==> config.mk <==
export PLATFORM = sky130hd
export DESIGN_NAME = fetch_redirect_ctrl_flat
export DESIGN_NICKNAME = d
export VERILOG_FILES = /design/src/rtl/fetch_redirect_ctrl_if.sv /design/src/rtl/fetch_redirect_ctrl.sv /design/src/flat_wrapper.sv
export SDC_FILE = /design/constraint.sdc
export NUM_CORES = 1
export LEC_CHECK = 0
export CAP_MARGIN = 10
export CORE_MARGIN = 4
export CORE_UTILIZATION = 35
export DETAILED_ROUTE_END_ITERATION = 8
export PLACE_DENSITY_LB_ADDON = 0.15
export SLEW_MARGIN = 25
export SYNTH_ARGS = -nofsm -noshare
export SYNTH_HDL_FRONTEND = slang
export SYNTH_SLANG_ARGS = --single-unit
==> constraint.sdc <==
create_clock -name clk -period 3.03 [get_ports clk]
set_input_delay 0.909 -clock clk [delete_from_list [all_inputs] [get_ports clk]]
set_output_delay 0.909 -clock clk [all_outputs]
set_load 0.02 [all_outputs]
==> src/rtl/fetch_redirect_ctrl_if.sv <==
// ID/EX branch inputs and fetch-stage redirect/flush outputs of fetch_redirect_ctrl.
// The controller uses the slave modport; the pipeline side uses master.
interface fetch_redirect_ctrl_if #(
  parameter int PC_W = 32
);
  logic            id_br_valid;
  logic [PC_W-1:0] id_pc;
  logic [PC_W-1:0] id_target;
  logic            load_use;
  logic            ex_res_valid;
  logic            ex_taken;
  logic            is_branch;
  logic [PC_W-1:0] branch_pc;
  logic            is_restore;
  logic            is_stall;
  logic            flush_if_id;
  logic            flush_id_ex;

  modport slave (
    input  id_br_valid, id_pc, id_target, load_use, ex_res_valid, ex_taken,
    output is_branch, branch_pc, is_restore, is_stall, flush_if_id, flush_id_ex
  );

  modport master (
    output id_br_valid, id_pc, id_target, load_use, ex_res_valid, ex_taken,
    input  is_branch, branch_pc, is_restore, is_stall, flush_if_id, flush_id_ex
  );
endinterface

==> src/rtl/fetch_redirect_ctrl.sv <==
// Fetch redirect controller: predicts ID branches, tracks one in flight, recovers on mispredict.
// Outputs are combinational (0 latency); FETCH_BHT_EN selects a 2-bit BHT over static predict-taken.
module fetch_redirect_ctrl #(
  parameter int PC_W    = 32,
  parameter int BHT_IDX = 4,
  parameter int CNT_W   = 16
) (
  input  logic             clk,
  input  logic             rst,
  input  logic             cpu_en_i,
  fetch_redirect_ctrl_if.slave bus,
  output logic [CNT_W-1:0] br_count_o,
  output logic [CNT_W-1:0] mp_count_o
);

  typedef enum logic {
    S_RUN  = 1'b0,
    S_WAIT = 1'b1
  } state_t;

  state_t           state_q, state_d;
  logic             pend_taken_q, pend_taken_d;
  logic [PC_W-1:0]  pend_pc_q, pend_pc_d;
  logic [PC_W-1:0]  pend_target_q, pend_target_d;
  logic [CNT_W-1:0] br_cnt_q, br_cnt_d;
  logic [CNT_W-1:0] mp_cnt_q, mp_cnt_d;

  logic             active;
  logic             resolve;
  logic             mispredict;
  logic             correct;
  logic             predict_taken;

  logic             is_branch;
  logic [PC_W-1:0]  branch_pc;
  logic             is_restore;
  logic             is_stall;
  logic             flush_if_id;
  logic             flush_id_ex;

  assign active     = !rst && cpu_en_i;
  assign resolve    = bus.ex_res_valid && (state_q == S_WAIT);
  assign mispredict = resolve && (bus.ex_taken != pend_taken_q);
  assign correct    = resolve && !mispredict;

`ifdef FETCH_BHT_EN
  localparam int BHT_N = 1 << BHT_IDX;

  logic [1:0]         bht_q [BHT_N];
  logic [BHT_IDX-1:0] id_idx;
  logic [BHT_IDX-1:0] pend_idx;
  logic               unused_pend_bits;

  assign id_idx           = bus.id_pc[BHT_IDX+1:2];
  assign pend_idx         = pend_pc_q[BHT_IDX+1:2];
  assign predict_taken    = bht_q[id_idx][1];
  assign unused_pend_bits = ^pend_pc_q;

  // Training uses the registered PC of the resolving branch, not the one in ID.
  always_ff @(posedge clk) begin
    if (rst) begin
      for (int i = 0; i < BHT_N; i++) begin
        bht_q[i] <= 2'b01;
      end
    end else if (cpu_en_i && resolve) begin
      if (bus.ex_taken && (bht_q[pend_idx] != 2'b11)) begin
        bht_q[pend_idx] <= bht_q[pend_idx] + 2'd1;
      end else if (!bus.ex_taken && (bht_q[pend_idx] != 2'b00)) begin
        bht_q[pend_idx] <= bht_q[pend_idx] - 2'd1;
      end
    end
  end
`else
  logic unused_static;

  assign predict_taken = 1'b1;
  assign unused_static = (^pend_pc_q) ^ (BHT_IDX > 0);
`endif

  always_comb begin
    state_d       = state_q;
    pend_taken_d  = pend_taken_q;
    pend_pc_d     = pend_pc_q;
    pend_target_d = pend_target_q;
    is_branch     = 1'b0;
    branch_pc     = '0;
    is_restore    = 1'b0;
    is_stall      = 1'b0;
    flush_if_id   = 1'b0;
    flush_id_ex   = 1'b0;

    // Recovery wins over everything; an ID branch this cycle is wrong-path.
    if (mispredict) begin
      state_d     = S_RUN;
      flush_if_id = 1'b1;
      flush_id_ex = 1'b1;
      if (pend_taken_q) begin
        is_restore = 1'b1;
      end else begin
        is_branch = 1'b1;
        branch_pc = pend_target_q;
      end
    end else if (bus.load_use) begin
      is_stall = 1'b1;
      if (correct) begin
        state_d = S_RUN;
      end
    end else if (bus.id_br_valid && ((state_q == S_RUN) || correct)) begin
      state_d       = S_WAIT;
      pend_taken_d  = predict_taken;
      pend_pc_d     = bus.id_pc;
      pend_target_d = bus.id_target;
      if (predict_taken) begin
        is_branch   = 1'b1;
        branch_pc   = bus.id_target;
        flush_if_id = 1'b1;
      end
    end else if (bus.id_br_valid) begin
      is_stall = 1'b1;
    end else if (correct) begin
      state_d = S_RUN;
    end
  end

  always_comb begin
    br_cnt_d = br_cnt_q;
    mp_cnt_d = mp_cnt_q;
    if (resolve && (br_cnt_q != '1)) begin
      br_cnt_d = br_cnt_q + CNT_W'(1);
    end
    if (mispredict && (mp_cnt_q != '1)) begin
      mp_cnt_d = mp_cnt_q + CNT_W'(1);
    end
  end

  always_ff @(posedge clk) begin
    if (rst) begin
      state_q       <= S_RUN;
      pend_taken_q  <= 1'b0;
      pend_pc_q     <= '0;
      pend_target_q <= '0;
      br_cnt_q      <= '0;
      mp_cnt_q      <= '0;
    end else if (cpu_en_i) begin
      state_q       <= state_d;
      pend_taken_q  <= pend_taken_d;
      pend_pc_q     <= pend_pc_d;
      pend_target_q <= pend_target_d;
      br_cnt_q      <= br_cnt_d;
      mp_cnt_q      <= mp_cnt_d;
    end
  end

  assign bus.is_branch   = active && is_branch;
  assign bus.branch_pc   = active ? branch_pc : '0;
  assign bus.is_restore  = active && is_restore;
  assign bus.is_stall    = active && is_stall;
  assign bus.flush_if_id = active && flush_if_id;
  assign bus.flush_id_ex = active && flush_id_ex;
  assign br_count_o      = br_cnt_q;
  assign mp_count_o      = mp_cnt_q;

  a_one_redirect: assert property (@(posedge clk) disable iff (rst)
    $onehot0({bus.is_branch, bus.is_restore, bus.is_stall}));

  a_flush_order: assert property (@(posedge clk) disable iff (rst)
    bus.flush_id_ex |-> bus.flush_if_id);

endmodule

==> src/flat_wrapper.sv <==
// flat-port wrapper written by rule: the top's interface ports become plain ports
module fetch_redirect_ctrl_flat 
#(
  parameter int PC_W    = 32,
  parameter int BHT_IDX = 4,
  parameter int CNT_W   = 16
)
  (clk, rst, cpu_en_i, br_count_o, mp_count_o, bus_id_br_valid, bus_id_pc, bus_id_target, bus_load_use, bus_ex_res_valid, bus_ex_taken, bus_is_branch, bus_branch_pc, bus_is_restore, bus_is_stall, bus_flush_if_id, bus_flush_id_ex);
  fetch_redirect_ctrl_if #(.PC_W(PC_W)) bus_i ();
  input  logic clk;
  input  logic rst;
  input  logic cpu_en_i;
  output logic [CNT_W-1:0] br_count_o;
  output logic [CNT_W-1:0] mp_count_o;
  input wire logic [$bits(bus_i.id_br_valid)-1:0] bus_id_br_valid;
  input wire logic [$bits(bus_i.id_pc)-1:0] bus_id_pc;
  input wire logic [$bits(bus_i.id_target)-1:0] bus_id_target;
  input wire logic [$bits(bus_i.load_use)-1:0] bus_load_use;
  input wire logic [$bits(bus_i.ex_res_valid)-1:0] bus_ex_res_valid;
  input wire logic [$bits(bus_i.ex_taken)-1:0] bus_ex_taken;
  output wire logic [$bits(bus_i.is_branch)-1:0] bus_is_branch;
  output wire logic [$bits(bus_i.branch_pc)-1:0] bus_branch_pc;
  output wire logic [$bits(bus_i.is_restore)-1:0] bus_is_restore;
  output wire logic [$bits(bus_i.is_stall)-1:0] bus_is_stall;
  output wire logic [$bits(bus_i.flush_if_id)-1:0] bus_flush_if_id;
  output wire logic [$bits(bus_i.flush_id_ex)-1:0] bus_flush_id_ex;
  assign bus_i.id_br_valid = bus_id_br_valid;
  assign bus_i.id_pc = bus_id_pc;
  assign bus_i.id_target = bus_id_target;
  assign bus_i.load_use = bus_load_use;
  assign bus_i.ex_res_valid = bus_ex_res_valid;
  assign bus_i.ex_taken = bus_ex_taken;
  assign bus_is_branch = bus_i.is_branch;
  assign bus_branch_pc = bus_i.branch_pc;
  assign bus_is_restore = bus_i.is_restore;
  assign bus_is_stall = bus_i.is_stall;
  assign bus_flush_if_id = bus_i.flush_if_id;
  assign bus_flush_id_ex = bus_i.flush_id_ex;
  fetch_redirect_ctrl #(.PC_W(PC_W), .BHT_IDX(BHT_IDX), .CNT_W(CNT_W)) u_core (.clk(clk), .rst(rst), .cpu_en_i(cpu_en_i), .bus(bus_i), .br_count_o(br_count_o), .mp_count_o(mp_count_o));
endmodule
# ---- Yosys cells after proc, flatten, opt, wreduce, memory -nomap -nowiden
# Cells that the tools add are included.
dict set report totals {
  ff_bits 66
  out_inout_bits 69
  word_cells 55
}
dict set report classes {
  n_addsub 2
  n_eq_ne 4
  mux 22
  bitwise_logic 3
  n_reduce_logical 19
}
# cell count
set ops {}
lappend ops {{$mux W32} 5}
lappend ops {{$add A16 B1 Y16 const B} 2}
lappend ops {{$ne A16 B16 Y1 const B} 2}
lappend ops {{$mux W1} 17}
lappend ops {{$logic_and A1 B1 Y1} 12}
lappend ops {{$reduce_and A2 Y1} 3}
lappend ops {{$ne A4 B1 Y1 const B} 1}
lappend ops {{$reduce_and A4 Y1} 1}
lappend ops {{$not A1 Y1} 3}
lappend ops {{$logic_not A1 Y1} 2}
lappend ops {{$logic_or A1 B1 Y1} 1}
lappend ops {{$ne A1 B1 Y1} 1}

# ---- Longest topological paths before layout
dict set report logic_depth {
  word_depth 10
  depth_mapped 7
}

# ---- Worst setup path after synthesis
# No wires, ideal clock.
dict set report synth_timing {
  path_kind {input port to output port}
  start {input bus_ex_taken}
  end {output bus_branch_pc[10]}
  t_arrival_ns 2.198
  path_slack_ns -0.077
  cell_stages 6
  path_cell_list {xor2_2 -> o21ai_1 -> and3b_1 -> buf_2 -> clkbuf_1 -> a22o_1}
}
dict set report synth_between {
  elab_chain_len 10
}
# item line
set synth_rtl {}
lappend synth_rtl {{start: declaration} flat_wrapper.sv:20} ;# input wire logic [$bits(bus_i.ex_taken)-1:0] bus_ex_taken;
lappend synth_rtl {{$ne A1 B1 Y1 (*)} fetch_redirect_ctrl.sv:43} ;# assign mispredict = resolve && (bus.ex_taken != pend_taken_q);
lappend synth_rtl {{$logic_and A1 B1 Y1 (*)} fetch_redirect_ctrl.sv:43}
lappend synth_rtl {{$logic_not A1 Y1} fetch_redirect_ctrl.sv:44} ;# assign correct = resolve && !mispredict;
lappend synth_rtl {{$logic_and A1 B1 Y1} fetch_redirect_ctrl.sv:44}
lappend synth_rtl {{$logic_or A1 B1 Y1} fetch_redirect_ctrl.sv:108} ;# end else if (bus.id_br_valid && ((state_q == S_RUN) || correct)) begin
lappend synth_rtl {{$logic_and A1 B1 Y1} fetch_redirect_ctrl.sv:108}
lappend synth_rtl {{$mux W32} fetch_redirect_ctrl.sv:108}
lappend synth_rtl {{$mux W32} fetch_redirect_ctrl.sv:103} ;# end else if (bus.load_use) begin
lappend synth_rtl {{$mux W32 (*)} fetch_redirect_ctrl.sv:93} ;# if (mispredict) begin
lappend synth_rtl {{$mux W32 (*)} fetch_redirect_ctrl.sv:155} ;# assign bus.branch_pc = active ? branch_pc : '0;
lappend synth_rtl {{end: declaration} flat_wrapper.sv:22} ;# output wire logic [$bits(bus_i.branch_pc)-1:0] bus_branch_pc;
# Mark *: on every way between the ends. The rest lies on a longest branch, timed or not.

# ---- Worst setup path in the final report
dict set report layout_timing {
  start {input bus_ex_taken}
  end {output bus_branch_pc[2]}
}
# The elaborated chain is that of the path after synthesis.

==> results.json <==
{
  "outcome": "completed",
  "power.switching_mw": 0.430,
  "share_of_synthesized_area_occupied_by_flip_flops_and_latches": 0.419,
  "worst_slew_margin_rel": 0.717,
  "fillCellCount": 807,
  "crit_chain": "buf_8, xor2_2, o21ai_2, and3b_4, clkbuf_16, a22o_1, buf_6",
  "clock_tree_root_driver_cell": "clkbuf_8",
  "hpwl_um": 6300,
  "seq_power_share": 0.474,
  "area_post_placement_sq_mm": 0.00466,
  "hp-start": "u_core.pend_target_q[27]",
  "total_leakage_power_nw": 2.00,
  "cap_violations": 0,
  "yosys_register_bits": 66,
  "syn-mean-instance-area_sq_um": 9.25,
  "detail_route.iter0.violations": 118,
  "place.gp.congestion": 0.762,
  "critical_path_arrival_ns": 2.11,
  "cell_count_of_the_worst_reg_to_reg_path": 6,
  "netlist-cell-type-count": 42,
  "portBuffers": 107,
  "synth_warnings": 0,
  "synthesis.instances": 341,
  "grt_setup_unrepaired": "true",
  "clock_tree_from_tritoncts": "yes",
  "final-hold-violation-count": 0,
  "critical_path.startpoint_type": "input port",
  "initial_antenna_violation_count": 0,
  "design.core.area_sq_mm": 0.00876,
  "via_count_of_the_first_global_routing_pass": 3219,
  "synth_fp_nets": 414,
  "fin_skew_ns": 0.00869,
  "drtPass1Iterations": 4,
  "final_common_cell": "dfxtp_1",
  "power_density_mw_per_mm2": 368,
  "post_synth_instance_area_sq_mm": 0.00315,
  "initial_core_util": 0.360,
  "area_growth_syn_to_layout_pct": 62.4,
  "seq_area_sq_mm": 0.00132,
  "timing.critical_path.required_ns": 2.12,
  "drcViolationCount": 0,
  "cts_inserted_buffers": 9,
  "ctsLongestPathBuffers": 2,
  "vias_per_cell": 5.53,
  "final-setup-viol-count": 0,
  "worst_pin_slew_ns": 0.413,
  "cts_hold_fix_bufs": 0,
  "die_area_sq_mm": 0.0106,
  "power.internal_mw": 1.45,
  "cts_htree_levels": 3,
  "vias": 3380,
  "rr_endpoint": "u_core.br_count_o[6]",
  "grt-ovfl-total": 0,
  "fmax_mhz": 332,
  "num-nets-final": 572,
  "clkSlewWorstSetupHoldPaths_ns": 0.06,
  "worst_hold_path.endpoint": "u_core.pend_target_q[27]",
  "vdd.ir_drop.worst_uv": 193,
  "share_of_the_clock_period_used_by_the_worst_path_after_layout": 0.995,
  "hp-class": "reg2reg",
  "critical-path-slowest-cell": "and3b_4",
  "row_count": 34,
  "r2r_start": "u_core.br_count_o[0]",
  "routedWlPerCell_um": 16.3,
  "worst_path_largest_cell_delay_ns": 0.33,
  "end_kind": "primary output",
  "clkLatencyLatePin_ns": 0.33,
  "finalSetupTns_ns": 0,
  "r2r_slack_ns": 1.00,
  "antenna_nets_post_route": 0,
  "minimum_clock_period_after_layout_ns": 3.02,
  "pwr-share-clk": 0.408,
  "netSwitchingFraction": 0.228,
  "layout.cell_area.non_filler_sq_mm": 0.00512,
  "maximum_number_of_pins_on_one_net_before_global_route_repair": 41,
  "die_h_um": 103,
  "grt_pass1_wl_um": 15600,
  "gr-usage-all-layers": 0.183,
  "clock_sink_count": 66,
  "finalMaxSlewViolations": 0,
  "whs_ns": 0.477,
  "multi_input_area_sq_mm": 0.00174,
  "diodes": 0,
  "crit_type": "in2out",
  "comb_power_share": 0.118,
  "min_delay_path_depth": 1,
  "die_w_um": 103,
  "path_max_fanout": 7,
  "drive_gt1_frac": 0.274,
  "wl_um": 9990,
  "layout_common_cells": "dfxtp_1 (66), a22o_1 (64), clkdlybuf4s50_1 (64)",
  "io_pins": 140
}
[state kept, by name, summed over array words and instances, names as in the netlist]
register              count
u_core.br_count_o        16
u_core.state_q            1
u_core.pend_taken_q       1
u_core.pend_target_q     32
u_core.mp_count_o        16
[cell families (layout without fill, tap and decap cells)]
| group | count (synthesis) | count (layout) | synth area share |
|---|---|---|---|
| AOI/OAI and AO/OA | 125 | 125 | 0.301 |
| xor gates and xnor gates | 1 | 1 | 0.00516 |
| adders and majority gates | 2 | 2 | 0.00793 |
| buffers and inverters | 34 | 196 | 0.0448 |
| DFF | 66 | 66 | 0.419 |
| muxes | 8 | 8 | 0.0278 |
| and+or+nand+nor | 105 | 105 | 0.194 |
[per-layer routing]
| metal | GRT usage | vias to the layer above | share of wire | wire length (um) |
|---|---|---|---|---|
| met4 | 0.0687 | 0 | 0.014 | 136 |
| li1 | - | 1663 | - | - |
| met5 | 0 | - | 0 | 0 |
| met1 | 0.244 | 1606 | 0.46 | 4630 |
| met2 | 0.292 | 97 | 0.46 | 4620 |
| met3 | 0.0372 | 14 | 0.060 | 598 |
[cells in the mapped netlist, drive strengths merged]
cell type	number	area share
dfxtp	66	0.42
a22o	64	0.18
a21oi	24	0.038
nand2	19	0.023
buf	13	0.020
nand3	13	0.021
nor2	13	0.015
or4	12	0.029
clkbuf	11	0.013
nand4	11	0.024
o31ai	11	0.026
inv	10	0.012
nor2b	8	0.016
o21ai	7	0.011
mux2	6	0.021
nor4	6	0.016
or3	6	0.012
a211oi	5	0.012
and3	4	0.0079
and4	4	0.011
o311ai	4	0.011
o41ai	4	0.011
a31oi	3	0.0060
nor3	3	0.0048
ha	2	0.0079
mux2i	2	0.0063
a2111oi	1	0.0028
a22oi	1	0.0024
and3b	1	0.0028
and4b	1	0.0032
nor3b	1	0.0024
nor4b	1	0.0028
o31a	1	0.0028
or2	1	0.0020
or3b	1	0.0028
xor2	1	0.0052
[worst max-delay path: cells and delay by family]
family          cells  cell delay [ns]
xor+xnor            1             0.14
buf+inv             3             0.40
simple gates        1             0.33
compound gates      2             0.31
[how the worst max path moves through the flow]
stage / startpoint / to / slack (ns) / cells past startpoint
after floorplan: bus_ex_taken / bus_branch_pc[10] / 0.04 / 6
after global placement: bus_ex_taken / bus_branch_pc[2] / -0.83 / 7
after detailed placement: bus_ex_taken / bus_branch_pc[2] / -0.84 / 7
after CTS: bus_ex_taken / bus_branch_pc[10] / -0.02 / 8
after global routing: bus_ex_taken / bus_branch_pc[18] / -0.04 / 7
final: bus_ex_taken / bus_branch_pc[2] / 0.01 / 7
[per-stage QoR]
stage          utilization  setup slack (ns)  std cells  power (mW)
2_1_floorplan            -            0.0408        341       0.985
3_3_place_gp         0.531            -0.825        579        1.11
3_5_place_dp         0.531            -0.844        579        1.11
4_1_cts              0.570           -0.0205        608        1.90
5_1_grt              0.585           -0.0351        611        1.97
6_report             0.585            0.0148        611        1.88
[layout make-up]
class                      instances  area share
tap                              108      0.0264
sequential                        66       0.258
clock buffer                      13      0.0330
multi-input combinational        241       0.340
inverter                          10     0.00782
timing repair buffer             171       0.328
clock inverter                     2     0.00684
[power by group through the flow]
stage          clock [mW]  sequential, mW  combinational (mW)
2_1_floorplan           0           0.911              0.0738
3_3_place_gp            0           0.912               0.200
3_5_place_dp            0           0.912               0.202
4_1_cts             0.792           0.893               0.214
5_1_grt             0.835           0.895               0.238
6_report            0.769           0.894               0.222
[what timing repair did]
| item | 4_1_cts | 5_1_grt |
|---|---|---|
| gates resized for setup | 198 | 33 |
| setup buffers | 9 | 1 |
| pin swaps | 12 | 15 |
| setup endpoints to repair | 37 | 34 |
| endpoints found under the hold margin | 0 | 0 |
| gates cloned | 5 | 3 |
No activity file was read; power rests on OpenSTA's default activity.
